[src/rtl/elevator_counter_if.sv]
// Elevator floor-position bus: counter controls/state plus the direction
// calculator's compare inputs and move commands.
interface elevator_counter_if #(
    parameter int WIDTH = 4
);
    // Counter side
    logic             en;
    logic             load;
    logic             up_down;
    logic [WIDTH-1:0] data;
    logic [WIDTH-1:0] count;

    // Direction calculator side
    logic [WIDTH-1:0] F;
    logic [WIDTH-1:0] C;
    logic             calc_en;
    logic             calc_up_down;

    // Driver of the block (controller / bench)
    modport master (
        output en, load, up_down, data, F, C,
        input  count, calc_en, calc_up_down
    );

    // The elevator_counter block itself
    modport slave (
        input  en, load, up_down, data, F, C,
        output count, calc_en, calc_up_down
    );
endinterface

[src/rtl/elevator_counter.sv]
// Elevator floor-position unit: a WIDTH-bit up/down floor counter with
// synchronous load, plus a combinational direction calculator. In the
// datapath calc_en/calc_up_down feed en/up_down and count feeds C; both
// halves are kept independent here so each can be driven on its own.
module elevator_counter #(
    parameter int WIDTH = 4
) (
    input  logic               clk,
    input  logic               reset,
    elevator_counter_if.slave  bus
);

    logic [WIDTH-1:0] count_q;
    logic [WIDTH-1:0] count_next;

    // Next floor: load beats stepping; stepping wraps silently both ways.
    always_comb begin
        count_next = count_q;
        if (bus.load) begin
            count_next = bus.data;
        end else if (bus.en) begin
            if (bus.up_down) begin
                count_next = count_q + WIDTH'(1);
            end else begin
                count_next = count_q - WIDTH'(1);
            end
        end
    end

    // Floor register; reset clears it at once, regardless of the clock.
    always_ff @(posedge clk or posedge reset) begin
        if (reset) begin
            count_q <= '0;
        end else begin
            count_q <= count_next;
        end
    end

    assign bus.count = count_q;

    // Direction calculator: move whenever floors differ, go up only when
    // the target is strictly above. Unsigned over the full WIDTH range.
    assign bus.calc_en      = (bus.F != bus.C);
    assign bus.calc_up_down = (bus.F > bus.C);

endmodule

[src/flat_wrapper.sv]
// flat-port wrapper written by rule: the top's interface ports become plain ports
module elevator_counter_flat 
#(
    parameter int WIDTH = 4
)
  (clk, reset, bus_en, bus_load, bus_up_down, bus_data, bus_F, bus_C, bus_count, bus_calc_en, bus_calc_up_down);
  elevator_counter_if #(.WIDTH(WIDTH)) bus_i ();
  input  logic clk;
  input  logic reset;
  input wire logic [$bits(bus_i.en)-1:0] bus_en;
  input wire logic [$bits(bus_i.load)-1:0] bus_load;
  input wire logic [$bits(bus_i.up_down)-1:0] bus_up_down;
  input wire logic [$bits(bus_i.data)-1:0] bus_data;
  input wire logic [$bits(bus_i.F)-1:0] bus_F;
  input wire logic [$bits(bus_i.C)-1:0] bus_C;
  output wire logic [$bits(bus_i.count)-1:0] bus_count;
  output wire logic [$bits(bus_i.calc_en)-1:0] bus_calc_en;
  output wire logic [$bits(bus_i.calc_up_down)-1:0] bus_calc_up_down;
  assign bus_i.en = bus_en;
  assign bus_i.load = bus_load;
  assign bus_i.up_down = bus_up_down;
  assign bus_i.data = bus_data;
  assign bus_i.F = bus_F;
  assign bus_i.C = bus_C;
  assign bus_count = bus_i.count;
  assign bus_calc_en = bus_i.calc_en;
  assign bus_calc_up_down = bus_i.calc_up_down;
  elevator_counter #(.WIDTH(WIDTH)) u_core (.clk(clk), .reset(reset), .bus(bus_i));
endmodule
[config.mk]
export PLATFORM = sky130hd
export DESIGN_NAME = elevator_counter_flat
export DESIGN_NICKNAME = d
export VERILOG_FILES = /design/src/rtl/elevator_counter_if.sv /design/src/rtl/elevator_counter.sv /design/src/flat_wrapper.sv
export SDC_FILE = /design/constraint.sdc
export NUM_CORES = 1
export LEC_CHECK = 0
export CAP_MARGIN = 40
export CORE_AREA = 2 2 40 42
export DETAILED_ROUTE_END_ITERATION = 10
export DIE_AREA = 0 0 42 44
export GPL_ROUTABILITY_DRIVEN = 1
export PLACE_DENSITY = 0.66
export SYNTH_ARGS = -nofsm -noshare
export SYNTH_HDL_FRONTEND = slang
export SYNTH_SLANG_ARGS = --single-unit
[constraint.sdc]
create_clock -name clk -period 1.8 [get_ports clk]
set_clock_uncertainty 0.2 [all_clocks]
set_input_delay 0.45 -clock clk [delete_from_list [all_inputs] [get_ports clk]]
set_output_delay 0.45 -clock clk [all_outputs]
set_load 0.005 [all_outputs]
After elaboration in Yosys (flattened, before gate mapping) --
Index checks and enable logic that the tools add are counted.
Cells by class: magnitude comparators 1, $add $sub $neg 2, equality and inequality tests 1, reduce and logical (&&, ||, !) cells 1, mux-type cells 3
Operators by type and width (number):
- 4-bit two-way mux | 3
- 4-bit by 1-bit adder with 4-bit output, second input constant | 1
- 4-bit greater-than comparator | 1
- 4-bit != test | 1
- 4-bit by 1-bit subtractor with 4-bit output, second input constant | 1
- 2-bit nonzero test | 1
Storage, ports and cells: output and inout port bits 6, logic and storage cells 9, register bits after elaboration 4

Longest topological paths before layout --
Gate-level depths: netlist of run 1.
depth after elaboration 4, gate-level depth with buffers 6

Worst setup path after synthesis of run 1 --
No wires, ideal clock.
path kind input to output, start point in bus_C[1], end point out bus_calc_up_down, cell stages on the path 6, setup slack -0.205 ns, data arrival time 1.355 ns, buffers on the path 0, path through inv_1 -> ha_1 -> nor2b_1 -> o21a_1 -> o21a_1 -> o21a_1
Between the ends: word-level cells in the longest chain between the ends 1
Ends and longest elaborated chain:
- start: declaration | line flat_wrapper.sv:15 | input wire logic [$bits(bus_i.C)-1:0] bus_C;
- 4-bit greater-than comparator | line elevator_counter.sv:44 | assign bus.calc_up_down = (bus.F > bus.C);
- end: declaration | line flat_wrapper.sv:18 | output wire logic [$bits(bus_i.calc_up_down)-1:0] bus_calc_up_down;
Every way passes these cells.

Worst setup path after layout of run 1 --
Ends and elaborated chain as after synthesis.

==> impl_metrics.csv, run 1 <==
group,metric,value,unit
hold_path,min_path_type,"in -> async",
setup_path,cpPeakStageDelay,0.18,ns
clocking,cts-buffers-inserted,3,
status,status,"finished, violations left",
layout,largest_reg_flops,4,
die,die-area,0.00185,mm²
setup_path,path_delay_family,"compound AO/OA/AOI/OAI gates",
clocking,worstSkewPairLatency,0.23,ns
pwr,powerDensity,590,mW/mm²
setup_path,cp_slowest_cell,"ha_4",
clocking,clock-root-buffer,"clkbuf_4",
setup_path,cp-start-kind,"primary input",
drt,wl_per_cell,11.3,µm
setup_path,r2r-start,"u_core.bus.count[1]",
logic_synthesis,synth.distinct_cells,22,
placed_design,placed_area,706,µm²
sta,final.setup.worst_slack,-0.337,ns
drt,viasPerCell,4.73,
layout,drive_above_1_share,48.8,%
placed_design,gp_congestion,0.739,
setup_path,arrival,1.49,ns
drt,drc,0,
global_route,grt_pass1_vias,491,
die,die_w,42,µm
global_route,grt_max_degree,8,
layout,fin_cells,98,
sta,fmax,0.468,GHz
die,io_pins,23,
setup_path,crit_fanout,2,
die,rows,14,
logic_synthesis,yosys.area.top_type_share,24.5,%
drt,wirelength,1.11,mm
global_route,grt_pass1_wl,1.88,mm
drt,via_count,464,
logic_synthesis,synth_commonest_cells,"6 x ha_1, 6 x inv_1, 5 x nand2_1",
sta,rsz0062_at_grt,"yes",
clocking,clk_path_buf_depth,2,
drt,ant_nets,0,
pwr,vdd_drop_max,0.327,mV
layout,final_util,58.1,%
die,start_util,28.7,%
sta,slew_violations,0,
die,die_height,44,µm
pwr,leakage,0.000384,µW
logic_synthesis,netlist.top_cell.by_area,"dfrtp_1",
setup_path,crit_required,1.15,ns
clocking,cts_tree,"done",
layout,nNetsFinal,108,
clocking,clk_pin_slew,0.04,ns
global_route,track_usage,13.6,%
sta,hold_viol_final,0,
logic_synthesis,seq_area_frac_synth,24.5,%
logic_synthesis,ys_async_sr_fraction,100,%
setup_path,cp_cell_sequence,"buf_6 -> inv_6 -> ha_4 -> nor2b_1 -> o21a_1 -> o21a_1 -> o21a_1 -> buf_2",
layout,design_area,825,µm²
sta,fin_crit,2.14,ns
logic_synthesis,synth_edf_count,0,
global_route,antenna_found_initial,0,
sta,relSlewSlack,83.8,%
run,drv_cap,0,
sta,finalSetupTns,-0.337,ns
logic_synthesis,synthFlopType,"dfrtp_1",
logic_synthesis,netlist_top_cells_area,"dfrtp_1 25%, ha_1 18%, o21a_1 7.4%",
sta,worst_pin_slew,0.239,ns
setup_path,critPathKind,"in -> out",
sta,timing.final.crit_share,119,%
setup_path,critPathLaunch,"bus_C[1]",
setup_path,crit_buf_inv,3,
setup_path,critPathMostFrequentCell,"o21a_1",
logic_synthesis,ys_warn_count,0,
global_route,grt-ovfl-total,0,
logic_synthesis,synth_fp_nets,71,
placed_design,hpwl,817,µm
logic_synthesis,synthesis.area,408,µm²
layout,antennaDiodeCount,0,
clocking,htreeDepth,1,
layout,syn2layout_area_growth,102,%
die,core,0.00142,mm²
drt,dr.pass1.iters,4,
setup_path,end_kind,"output port",
sta,setup_viol,1,
status,violations,"setup timing",
logic_synthesis,avgSynthCellArea,8.68,µm²
clocking,cts_num_sinks,4,
placed_design,dp_cells,90,
logic_synthesis,ys_ff_latch,4,
placed_design,port_buffers,22,
drt,drt_iter0_drc,15,
logic_synthesis,synth_cells,47,
[final cells by class]
class                   count  area (µm²)
repair buffers             34         293
well taps                  16        20.0
fillers                   140         594
multi-input cells          35         362
inverters                   6        27.5
clock buffers               3        22.5
flip-flops and latches      4         100
[kinds of logic (layout without fill, tap and decap cells)]
| logic type | count (synthesis) | in the layout | share of synthesized area [%] |
|---|---|---|---|
| buf+inv | 8 | 43 | 8.59 |
| xor+xnor | 2 | 2 | 4.30 |
| flops | 4 | 4 | 24.5 |
| mux | 1 | 1 | 2.45 |
| simple gates | 14 | 14 | 19.6 |
| compound gates | 11 | 11 | 17.2 |
| fa+ha+maj | 7 | 7 | 23.3 |
[placed cells by master (no fill, tap or decap), types with 2 or more instances in the layout]
cell / instances
ha_4: 6
inv_2: 4
clkdlybuf4s50_1: 8
clkbuf_4: 3
buf_2: 6
dfrtp_1: 4
o21ai_1: 4
nand2_1: 5
dlymetal6s2s_1: 2
buf_6: 5
o21a_1: 4
buf_4: 11
[worst register-to-register path: stages, from the launching register on]
cell	delay, ns
dfrtp_1	0.39
buf_6	0.14
ha_4	0.25
nand3_1	0.06
nand2_1	0.09
buf_4	0.11
a21oi_1	0.03
or3_1	0.35
[per-stage QoR]
step	power, µW	hold WS [ns]	setup slack, ns
2_1_floorplan	208	0.0161	-0.151
3_3_place_gp	316	0.449	-1.15
3_5_place_dp	320	0.454	-1.16
4_1_cts	470	0.205	-0.344
5_1_grt	526	0.225	-0.374
6_report	486	0.199	-0.337
[path summary, 6_finish.rpt]
| path | slack [ns] | cells after the start | end |
|---|---|---|---|
| worst max-delay path | -0.34 | 8 | bus_calc_up_down |
| worst min-delay path | 0.20 | 2 | u_core.bus.count[3] |
| worst max register to register | 0.06 | 7 | u_core.bus.count[3] |
| worst min register to register | 0.51 | 3 | u_core.bus.count[1] |
| max in group asynchronous | 1.04 | 2 | u_core.bus.count[2] |
| min in group clk | 0.48 | 3 | u_core.bus.count[2] |
[repair_timing]
action	4_1_cts	5_1_grt
buffers inserted	5	2
endpoints found under the setup margin	9	4
pin swaps	8	10
hold buffers	0	0
gates resized for setup	53	10
[metal layers]
layer  vias up  track usage (%)  share of wire (%)
met5         -                0                  0
met4         0             7.74                  0
met3         0             3.33                7.6
met2        25             24.7                 47
met1       206             14.4                 45
li1        233                -                  -
[power breakdown]
| group | total [µW] | leakage (µW) | switching (µW) | internal (µW) |
|---|---|---|---|---|
| Clock | 111 | 0.0000138 | 36.6 | 74.6 |
| Combinational | 260 | 0.000322 | 98.4 | 162 |
| Sequential | 115 | 0.0000479 | 10.8 | 104 |
| Total | 486 | 0.000384 | 146 | 341 |
(Power assumes the default switching activity.)
==> run 2: changes to the inputs <==
--- a/config.mk
+++ b/config.mk
@@ -6,9 +6,9 @@
 export NUM_CORES = 1
 export LEC_CHECK = 0
 export CAP_MARGIN = 40
-export CORE_AREA = 2 2 40 42
+export CORE_AREA = 4 4 42 44
 export DETAILED_ROUTE_END_ITERATION = 10
-export DIE_AREA = 0 0 42 44
+export DIE_AREA = 0 0 46 48
 export GPL_ROUTABILITY_DRIVEN = 1
 export PLACE_DENSITY = 0.66
 export SYNTH_ARGS = -nofsm -noshare
==> run 2 against run 1 <==
Effect of this change:
- the flow still finishes with violations (setup timing)
- cell area rose by 1.1%
- critical path depth unchanged
- combinational power rose by 5%
- wire length rose by 20%
- utilization shrank 0.099 points
- maximum frequency shrank 0.48%
- sequential share of layout area down 0.13 points
- die area grew 19%
- largest cell class unchanged
- critical endpoint unchanged
==> impl_metrics.csv, run 2 (synthesis gave the netlist of run 1 again) <==
group,metric,value,unit
drt,via_count,474,
clocking,htreeDepth,1,
status,violations,"setup timing",
sta,final.setup.worst_slack,-0.348,ns
layout,nNetsFinal,111,
drt,dr.pass1.iters,4,
drt,wirelength,1.33,mm
placed_design,hpwl,879,µm
status,status,"finished, violations left",
setup_path,critPathKind,"in -> out",
global_route,grt_max_degree,8,
setup_path,r2r-start,"u_core.bus.count[2]",
global_route,grt_pass1_wl,2.06,mm
global_route,grt_pass1_vias,515,
pwr,switching_power,149,µW
placed_design,port_buffers,22,
setup_path,crit_fanout,2,
setup_path,reg2reg_setup_slack,0.07,ns
pwr,power_frac_comb,55.2,%
drt,drt_iter0_drc,5,
layout,antennaDiodeCount,0,
setup_path,reg2reg_depth,6,
drt,ant_nets,0,
sta,worst_pin_slew,0.280,ns
pwr,leakage,0.000391,µW
layout,syn2layout_area_growth,104,%
sta,fin_crit,2.15,ns
clocking,cts_num_sinks,4,
pwr,switching_share,30.1,%
pwr,vdd_drop_max,0.257,mV
clocking,cts_tree,"done",
setup_path,arrival,1.50,ns
sta,hold_viol_final,0,
die,core,0.00144,mm²
clocking,clk_path_buf_depth,2,
placed_design,dp_slack,-1.17,ns
clocking,clock-root-buffer,"clkbuf_4",
pwr,intPower,347,µW
setup_path,end_kind,"output port",
drt,wl_per_cell,13.1,µm
clocking,clk_pin_slew,0.04,ns
die,die-area,0.00221,mm²
die,rows,14,
drt,viasPerCell,4.69,
die,die_height,48,µm
setup_path,crit_required,1.15,ns
layout,layout_commonest_cell,"buf_4",
sta,timing.final.crit_share,119,%
sta,relSlewSlack,81.1,%
global_route,antenna_found_initial,0,
sta,finalSetupTns,-0.348,ns
clocking,worstSkewPairLatency,0.23,ns
pwr,p_clk_share,21.7,%
hold_path,min_path_type,"in -> async",
clocking,cts-buffers-inserted,3,
placed_design,gp_congestion,0.789,
sta,slew_violations,0,
layout,largest_reg_flops,4,
drt,drc,0,
pwr,powerDensity,595,mW/mm²
layout,final_cell_mix,"12 x buf_4, 9 x buf_2, 8 x clkdlybuf4s50_1",
die,die_w,46,µm
global_route,grt-ovfl-total,0,
sta,rsz0062_at_grt,"yes",
setup_path,r2r-end,"u_core.bus.count[3]",
setup_path,cp-endpoint,"bus_calc_up_down",
die,io_pins,23,
setup_path,critPathLaunch,"bus_C[1]",
die,start_util,28.4,%
pwr,power_frac_seq,23.1,%
sta,fmax,0.466,GHz
setup_path,cp-start-kind,"primary input",
run,drv_cap,0,
sta,setup_viol,1,
layout,drive_above_1_share,51.8,%
global_route,track_usage,13.9,%
[run 2: cell count changes in the layout (fill, tap and decap cells not counted), sizes merged]
cell         previous run  this run
buf                    22        25
clkbuf                  3         4
dlygate4sd2             1         0
[run 2: repair_timing]
| action | CTS | global route |
|---|---|---|
| endpoints found under the setup margin | 9 | 3 |
| setup buffers | 7 | 2 |
| hold endpoints to repair | 0 | 0 |
| hold buffers | 0 | 0 |
| pin swaps | 9 | 5 |
| resized for setup | 51 | 13 |
[run 2: worst min-delay path by stage]
stage,startpoint,endpoint,slack (ns),cells after the start
finish,reset,u_core.bus.count[2],0.20,2
global route,reset,u_core.bus.count[2],0.22,2
CTS,reset,u_core.bus.count[2],0.21,2
detailed placement,reset,u_core.bus.count[3],0.45,2
global placement,u_core.bus.count[1],u_core.bus.count[1],0.43,2
floorplan,reset,u_core.bus.count[0],0.02,1
[run 2: routing by layer]
layer / track usage [%] / wire length [µm] / share of wire [%]
met3: 3.01 / 103 / 7.8
met2: 26.1 / 773 / 58
met5: 0 / 0 / 0
met1: 13.1 / 450 / 34
met4: 10.2 / 0 / 0
[run 2: critical path: stages]
cell and delay (ns):
buf_8 0.10, inv_6 0.04, ha_4 0.19, nor2b_1 0.12, o21a_1 0.16, o21a_1 0.16, o21a_1 0.16, buf_2 0.12
[run 2: power groups by stage]
stage	logic (µW)	clock network [µW]	registers, µW
6_report	273	108	114
5_1_grt	300	123	116
4_1_cts	238	113	113
3_5_place_dp	193	0	123
3_3_place_gp	189	0	122
2_1_floorplan	86.6	0	122
[run 2: layout make-up]
cell class              count  area (µm²)
well taps                  16        20.0
inverters                   6        27.5
flip-flops and latches      4         100
multi-input cells          35         359
fillers                   147         603
clock buffers               3        22.5
repair buffers             37         304
[run 2: metrics by stage]
step / total power (µW) / instances / hold slack, ns / utilization [%] / cell area, µm²
after floorplan: 208 / 47 / 0.0161 / - / 425
after global placement: 311 / 89 / 0.434 / 48.6 / 698
after detailed placement: 316 / 89 / 0.454 / 48.6 / 698
after CTS: 464 / 99 / 0.206 / 54.4 / 781
after global routing: 539 / 101 / 0.220 / 58.0 / 833
final: 496 / 101 / 0.204 / 58.0 / 833
